--- config.mk ---
export PLATFORM = sky130hd
export DESIGN_NAME = alu_sched_flat
export DESIGN_NICKNAME = d
export VERILOG_FILES = /design/src/rtl/alu_pkg.sv /design/src/rtl/alu_sched_if.sv /design/src/rtl/alu_sched_alu.sv /design/src/rtl/alu_sched.sv /design/src/flat_wrapper.sv
export SDC_FILE = /design/constraint.sdc
export NUM_CORES = 1
export LEC_CHECK = 0
export BUFFER_PORTS_ARGS = -buffer_cell sky130_fd_sc_hd__buf_4
export CORE_ASPECT_RATIO = 1.1
export CORE_UTILIZATION = 50
export DETAILED_ROUTE_END_ITERATION = 7
export PLACE_DENSITY = 0.75
export SYNTH_ARGS = -nofsm -noshare
export SYNTH_HDL_FRONTEND = slang
export SYNTH_HIERARCHICAL = 1
export SYNTH_SLANG_ARGS = --single-unit
--- constraint.sdc ---
create_clock -name clk -period 3.5 [get_ports clk]
set_clock_uncertainty 0.15 [all_clocks]
set_input_delay 0.525 -clock clk [delete_from_list [all_inputs] [get_ports clk]]
set_output_delay 0.525 -clock clk [all_outputs]
set_load 0.01 [all_outputs]
--- src/rtl/alu_pkg.sv ---
// Shared definitions for the ALU scheduler: widths, opcodes and FSM states.
package alu_pkg;

  localparam int DATA_W = 4;
  localparam int OP_W   = 3;
  localparam int CNT_W  = 8;

  localparam logic [OP_W-1:0] OP_ADD = 3'd0;
  localparam logic [OP_W-1:0] OP_SUB = 3'd1;
  localparam logic [OP_W-1:0] OP_AND = 3'd2;
  localparam logic [OP_W-1:0] OP_OR  = 3'd3;
  localparam logic [OP_W-1:0] OP_XOR = 3'd4;
  localparam logic [OP_W-1:0] OP_NOT = 3'd5;
  localparam logic [OP_W-1:0] OP_SHL = 3'd6;
  localparam logic [OP_W-1:0] OP_SHR = 3'd7;

  typedef enum logic [1:0] {
    IDLE = 2'd0,
    EXEC = 2'd1,
    RESP = 2'd2
  } state_t;

endpackage

--- src/rtl/alu_sched_if.sv ---
// Bundle of the two requester ports, the response port and status outputs.
// The master side issues operations and consumes results; the slave side is
// the scheduler itself.
interface alu_sched_if;
  import alu_pkg::*;

  logic              req0_valid;
  logic              req0_ready;
  logic [DATA_W-1:0] req0_a;
  logic [DATA_W-1:0] req0_b;
  logic [OP_W-1:0]   req0_op;

  logic              req1_valid;
  logic              req1_ready;
  logic [DATA_W-1:0] req1_a;
  logic [DATA_W-1:0] req1_b;
  logic [OP_W-1:0]   req1_op;

  logic              rsp_valid;
  logic              rsp_ready;
  logic              rsp_id;
  logic [DATA_W-1:0] rsp_y;
  logic              rsp_cout;
  logic              rsp_zero;

  logic              busy;
  logic [CNT_W-1:0]  done_cnt;

  modport master (
    output req0_valid, req0_a, req0_b, req0_op,
    output req1_valid, req1_a, req1_b, req1_op,
    output rsp_ready,
    input  req0_ready, req1_ready,
    input  rsp_valid, rsp_id, rsp_y, rsp_cout, rsp_zero,
    input  busy, done_cnt
  );

  modport slave (
    input  req0_valid, req0_a, req0_b, req0_op,
    input  req1_valid, req1_a, req1_b, req1_op,
    input  rsp_ready,
    output req0_ready, req1_ready,
    output rsp_valid, rsp_id, rsp_y, rsp_cout, rsp_zero,
    output busy, done_cnt
  );

endinterface

--- src/rtl/alu_sched_alu.sv ---
// Purely combinational 4-bit ALU. Cout is the carry for ADD, the borrow for
// SUB, and the bit shifted out for SHL/SHR; it is 0 for the logic ops.
module alu
  import alu_pkg::*;
(
  input  logic [DATA_W-1:0] A,
  input  logic [DATA_W-1:0] B,
  input  logic [OP_W-1:0]   op,
  output logic [DATA_W-1:0] Y,
  output logic              Cout,
  output logic              Zero
);

  logic [DATA_W:0] wide;

  // Compute a one-bit-wider result so the extra MSB carries Cout for every op.
  always_comb begin
    wide = '0;
    case (op)
      OP_ADD:  wide = {1'b0, A} + {1'b0, B};
      OP_SUB:  wide = {1'b0, A} - {1'b0, B};
      OP_AND:  wide = {1'b0, A & B};
      OP_OR:   wide = {1'b0, A | B};
      OP_XOR:  wide = {1'b0, A ^ B};
      OP_NOT:  wide = {1'b0, ~A};
      OP_SHL:  wide = {A, 1'b0};
      OP_SHR:  wide = {A[0], 1'b0, A[DATA_W-1:1]};
      default: wide = '0;
    endcase
  end

  assign Y    = wide[DATA_W-1:0];
  assign Cout = wide[DATA_W];
  assign Zero = (wide[DATA_W-1:0] == '0);

endmodule

--- src/rtl/alu_sched.sv ---
// Two-requester round-robin front end for a single shared ALU. One operation
// is in flight at a time: IDLE grants and latches, EXEC registers the ALU
// result, RESP holds it until the consumer takes it.
module alu_sched
  import alu_pkg::*;
(
  input  logic        clk,
  input  logic        rst_n,
  alu_sched_if.slave  bus
);

  state_t            state;
  logic              last_grant;
  logic [DATA_W-1:0] a_q;
  logic [DATA_W-1:0] b_q;
  logic [OP_W-1:0]   op_q;
  logic              id_q;

  logic              rsp_valid_q;
  logic              rsp_id_q;
  logic [DATA_W-1:0] rsp_y_q;
  logic              rsp_cout_q;
  logic              rsp_zero_q;
  logic              busy_q;
  logic [CNT_W-1:0]  done_q;

  logic              grant0;
  logic              grant1;
  logic [DATA_W-1:0] alu_y;
  logic              alu_cout;
  logic              alu_zero;

  // Round-robin pick: requester 1 wins only if it is alone or requester 0 was served last.
  always_comb begin
    grant1 = bus.req1_valid && (!bus.req0_valid || !last_grant);
    grant0 = bus.req0_valid && !grant1;
  end

  assign bus.req0_ready = rst_n && (state == IDLE) && grant0;
  assign bus.req1_ready = rst_n && (state == IDLE) && grant1;

  assign bus.rsp_valid  = rsp_valid_q;
  assign bus.rsp_id     = rsp_id_q;
  assign bus.rsp_y      = rsp_y_q;
  assign bus.rsp_cout   = rsp_cout_q;
  assign bus.rsp_zero   = rsp_zero_q;
  assign bus.busy       = busy_q;
  assign bus.done_cnt   = done_q;

  alu u_alu (
    .A    (a_q),
    .B    (b_q),
    .op   (op_q),
    .Y    (alu_y),
    .Cout (alu_cout),
    .Zero (alu_zero)
  );

  // Scheduler FSM with all response/status outputs registered alongside the state.
  always_ff @(posedge clk) begin
    if (!rst_n) begin
      state       <= IDLE;
      last_grant  <= 1'b1;
      a_q         <= '0;
      b_q         <= '0;
      op_q        <= '0;
      id_q        <= 1'b0;
      rsp_valid_q <= 1'b0;
      rsp_id_q    <= 1'b0;
      rsp_y_q     <= '0;
      rsp_cout_q  <= 1'b0;
      rsp_zero_q  <= 1'b0;
      busy_q      <= 1'b0;
      done_q      <= '0;
    end else begin
      case (state)
        IDLE: begin
          if (grant0 || grant1) begin
            a_q        <= grant1 ? bus.req1_a  : bus.req0_a;
            b_q        <= grant1 ? bus.req1_b  : bus.req0_b;
            op_q       <= grant1 ? bus.req1_op : bus.req0_op;
            id_q       <= grant1;
            last_grant <= grant1;
            busy_q     <= 1'b1;
            state      <= EXEC;
          end
        end
        EXEC: begin
          rsp_y_q     <= alu_y;
          rsp_cout_q  <= alu_cout;
          rsp_zero_q  <= alu_zero;
          rsp_id_q    <= id_q;
          rsp_valid_q <= 1'b1;
          state       <= RESP;
        end
        RESP: begin
          if (bus.rsp_ready) begin
            rsp_valid_q <= 1'b0;
            busy_q      <= 1'b0;
            done_q      <= done_q + 1'b1;
            state       <= IDLE;
          end
        end
        default: begin
          state <= IDLE;
        end
      endcase
    end
  end

endmodule

--- src/flat_wrapper.sv ---
// flat-port wrapper written by rule: the top's interface ports become plain ports
module alu_sched_flat import alu_pkg::*;
  (clk, rst_n, bus_req0_valid, bus_req0_a, bus_req0_b, bus_req0_op, bus_req1_valid, bus_req1_a, bus_req1_b, bus_req1_op, bus_rsp_ready, bus_req0_ready, bus_req1_ready, bus_rsp_valid, bus_rsp_id, bus_rsp_y, bus_rsp_cout, bus_rsp_zero, bus_busy, bus_done_cnt);
  alu_sched_if bus_i ();
  input  logic clk;
  input  logic rst_n;
  input wire logic [$bits(bus_i.req0_valid)-1:0] bus_req0_valid;
  input wire logic [$bits(bus_i.req0_a)-1:0] bus_req0_a;
  input wire logic [$bits(bus_i.req0_b)-1:0] bus_req0_b;
  input wire logic [$bits(bus_i.req0_op)-1:0] bus_req0_op;
  input wire logic [$bits(bus_i.req1_valid)-1:0] bus_req1_valid;
  input wire logic [$bits(bus_i.req1_a)-1:0] bus_req1_a;
  input wire logic [$bits(bus_i.req1_b)-1:0] bus_req1_b;
  input wire logic [$bits(bus_i.req1_op)-1:0] bus_req1_op;
  input wire logic [$bits(bus_i.rsp_ready)-1:0] bus_rsp_ready;
  output wire logic [$bits(bus_i.req0_ready)-1:0] bus_req0_ready;
  output wire logic [$bits(bus_i.req1_ready)-1:0] bus_req1_ready;
  output wire logic [$bits(bus_i.rsp_valid)-1:0] bus_rsp_valid;
  output wire logic [$bits(bus_i.rsp_id)-1:0] bus_rsp_id;
  output wire logic [$bits(bus_i.rsp_y)-1:0] bus_rsp_y;
  output wire logic [$bits(bus_i.rsp_cout)-1:0] bus_rsp_cout;
  output wire logic [$bits(bus_i.rsp_zero)-1:0] bus_rsp_zero;
  output wire logic [$bits(bus_i.busy)-1:0] bus_busy;
  output wire logic [$bits(bus_i.done_cnt)-1:0] bus_done_cnt;
  assign bus_i.req0_valid = bus_req0_valid;
  assign bus_i.req0_a = bus_req0_a;
  assign bus_i.req0_b = bus_req0_b;
  assign bus_i.req0_op = bus_req0_op;
  assign bus_i.req1_valid = bus_req1_valid;
  assign bus_i.req1_a = bus_req1_a;
  assign bus_i.req1_b = bus_req1_b;
  assign bus_i.req1_op = bus_req1_op;
  assign bus_i.rsp_ready = bus_rsp_ready;
  assign bus_req0_ready = bus_i.req0_ready;
  assign bus_req1_ready = bus_i.req1_ready;
  assign bus_rsp_valid = bus_i.rsp_valid;
  assign bus_rsp_id = bus_i.rsp_id;
  assign bus_rsp_y = bus_i.rsp_y;
  assign bus_rsp_cout = bus_i.rsp_cout;
  assign bus_rsp_zero = bus_i.rsp_zero;
  assign bus_busy = bus_i.busy;
  assign bus_done_cnt = bus_i.done_cnt;
  alu_sched u_core (.clk(clk), .rst_n(rst_n), .bus(bus_i));
endmodule
==> run summary <==
Post-synth EDFFs: 0
Pleak: 1.05 nW
vias in the first global route: 1639
Iter 0 DRT Violations: 104
final net count: 317
htree depth: 2
Power Dens Cells: 477 nW/um^2
initial antenna violation count: 0
CTS tree: done
syn_nets: 275
post-synthesis cell area: 1930 um^2
Total Wirelength: 4550 um
number of vias per cell: 5.60
Final Cycle Share: 79.9%
Req. time, crit path: 3.57 ns
CP max FO: 15
post-synthesis cell type count: 46
# Max-Cap Violations: 0
DRT Pass-1 Iters: 4
Mapped Cells: 233
net switching power: 0.000399 W
clock power share: 24.7%
Final WS setup: 0.704 ns
Hold Path Class: register to register
post-route setup TNS: 0 ns
Sw Ratio: 35.3%
f_max: 358 MHz
Design Power: 0.00113 W
initial core utilization: 52.4%
routability cong.: 0.867
share of cells above drive strength 1: 23.6%
Worst VDD drop: 333 uV
cts hold-fix bufs: 0
Setup Buffers After CTS: 0
cell taking the most area after synthesis: dfxtp_1
Top FF cell, synth: dfxtp_1
met2 wire len: 2150 um
met3 wire length: 229 um
CTS Root Cell: clkbuf_8
Synth top area share: 33.2%
I/O pins: 46
top cells by area, synth: dfxtp_1, ha_1, nand2_1
Worst Path Arrival: 2.86 ns
wire per inst: 14.0 um
Post-DP Area: 2280 um^2
Critical Path End Type: register
Die ar.: 4120 um^2
Avg Cell Area, Syn: 8.29 um^2
WL met1: 2090 um
post-cts sizing count: 0
sequential share of the synthesized area: 33.2%
status: complete, no violations
gr usage total: 24.2%
combinational share of power: 34.8%
total internal power: 0.000731 W
CTS clock-pin slew for the worst setup and hold paths: 0.07 ns
Max Used Layer: met4
#FFs+latches synth: 32
die height: 67.2 um
largest net degree at the start of global routing: 22
Vias: 1827
RSZ-0062 raised after global routing: no
Port-buffer cells: 45
GR Overflow Total: 0
Diodes inserted: 0
crit path kind: register to register
Tmin final: 2.80 ns
Die Width: 61.3 um
CTS Buffer Depth: 2
Core Rows: 23
clock net sink count: 32
Syn. warnings: 6
Area Growth Syn to Fin: 22.7%
DP Worst Slack: 0.747 ns
Worst Tran Pin Value: 0.842 ns
part of the power in registers: 40.5%
Slew Viols, Final: 0
Final ANT Viol Nets: 0
TritonCTS Buffers: 5
final hold slack: 0.317 ns
Core Footprint: 3680 um^2
slew margin rel.: 43.8%
global-route wire length before repair: 7340 um
asr flop ratio synth: 0%
# setup viols final: 0
Setup crit start kind: register
later-pin clock latency in the skew report: 0.28 ns
Final Hold Fails: 0
Remaining DRCs: 0
design area: 2370 um^2
Post-DP HPWL: 3310 um
## power by group through the flow
| stage | registers (W) | clock network (W) | logic [W] |
|---|---|---|---|
| after global routing | 0.000465 | 0.000304 | 0.000441 |
| after floorplan | 0.000445 | 0 | 0.000299 |
| after detailed placement | 0.000465 | 0 | 0.000390 |
| after global placement | 0.000464 | 0 | 0.000382 |
| after CTS | 0.000457 | 0.000287 | 0.000393 |
| final | 0.000458 | 0.000279 | 0.000393 |
## area by class of cell
cell class,instances,area (um^2)
Timing Repair Buffer,47,353
Inverter,16,60.1
Clock buffer,5,68.8
Tap cell,50,62.6
Fill cell,356,1310
Multi-Input combinational cell,173,1170
Clock inverter,3,18.8
Sequential cell,32,641
## logic make-up after synthesis
group,share of synthesized area [%]
flops,33.2
buf+inv,6.41
fa+ha+maj,10.1
xor+xnor,2.72
mux,6.35
simple gates,20.6
compound gates,20.7
## metrics by stage
stage	cells	utilization, %
global placement	318	62.0
finish	326	64.4
floorplan	233	-
CTS	326	64.4
global route	326	64.4
detailed placement	318	62.0
## cell usage after synthesis, types with 2 or more instances
cell / n
a211oi_1: 2
a21o_1: 2
a21oi_1: 15
a311oi_1: 5
a31oi_1: 2
a32oi_1: 8
buf_2: 6
clkbuf_1: 4
dfxtp_1: 32
ha_1: 14
inv_1: 15
mux2i_1: 10
nand2_1: 41
nand3_1: 4
nand4_1: 2
nor2_1: 18
nor2b_1: 2
nor3_1: 3
nor3b_1: 2
o21ai_0: 9
o31ai_1: 4
or2_2: 2
or3_1: 3
or4_1: 2
xnor2_1: 4
xor2_1: 2
## worst paths after layout
check             slack, ns                          from  cells after the start                                to
hold reg to reg        0.32  u_core/bus.busy$_SDFFE_PN0P_                      2      u_core/bus.busy$_SDFFE_PN0P_
setup reg to reg       0.70   u_core/op_q[2]$_SDFFE_PN0P_                     11  u_core/bus.rsp_zero$_SDFFE_PN0P_
setup / recovery       0.70   u_core/op_q[2]$_SDFFE_PN0P_                     11  u_core/bus.rsp_zero$_SDFFE_PN0P_
hold / removal         0.32  u_core/bus.busy$_SDFFE_PN0P_                      2      u_core/bus.busy$_SDFFE_PN0P_
## flip-flops by register name, indices dropped and copies added (netlist names), 2 cells and up
signal	flops
u_core/b_q	4
u_core/bus.done_cnt	8
u_core/op_q	3
u_core/a_q	4
u_core/bus.rsp_y	4
u_core/state	2
## worst max-delay path, stage by stage (launching register included)
cell,delay (ns)
dfxtp_1,0.65
nor2_1,0.20
a21oi_1,0.21
xnor2_1,0.15
ha_1,0.31
a21o_1,0.18
a31oi_1,0.17
xnor2_1,0.09
o2bb2ai_1,0.15
nor4_2,0.27
mux2i_1,0.10
nor2_1,0.11
## cells in the final DEF, fill, tap and decap left out, types with 2 or more instances in the layout
cell,Yosys,layout
a311oi_1,5,5
a21o_1,2,2
dfxtp_1,32,32
or3_1,3,3
buf_4,1,47
mux2i_1,10,10
ha_1,14,14
nand3_1,4,4
nand4_1,2,2
xor2_1,2,2
or2_2,2,2
nor2_1,18,18
clkinv_2,0,2
nor3b_1,2,2
a211oi_1,2,2
inv_1,15,15
o21ai_0,9,9
a32oi_1,8,8
a21oi_1,15,15
a31oi_1,2,2
clkbuf_8,0,5
or4_1,2,2
nor2b_1,2,2
nand2_1,41,41
xnor2_1,4,4
nor3_1,3,3
o31ai_1,4,4
## layer usage
metal  global-route usage (%)  vias up
met1                     30.2      851
li1                         -      917
met2                     39.3       51
met3                     6.32        8
met4                     9.94        0
met5                        0        -
Note: power is estimated with default switching activity, not from simulation.
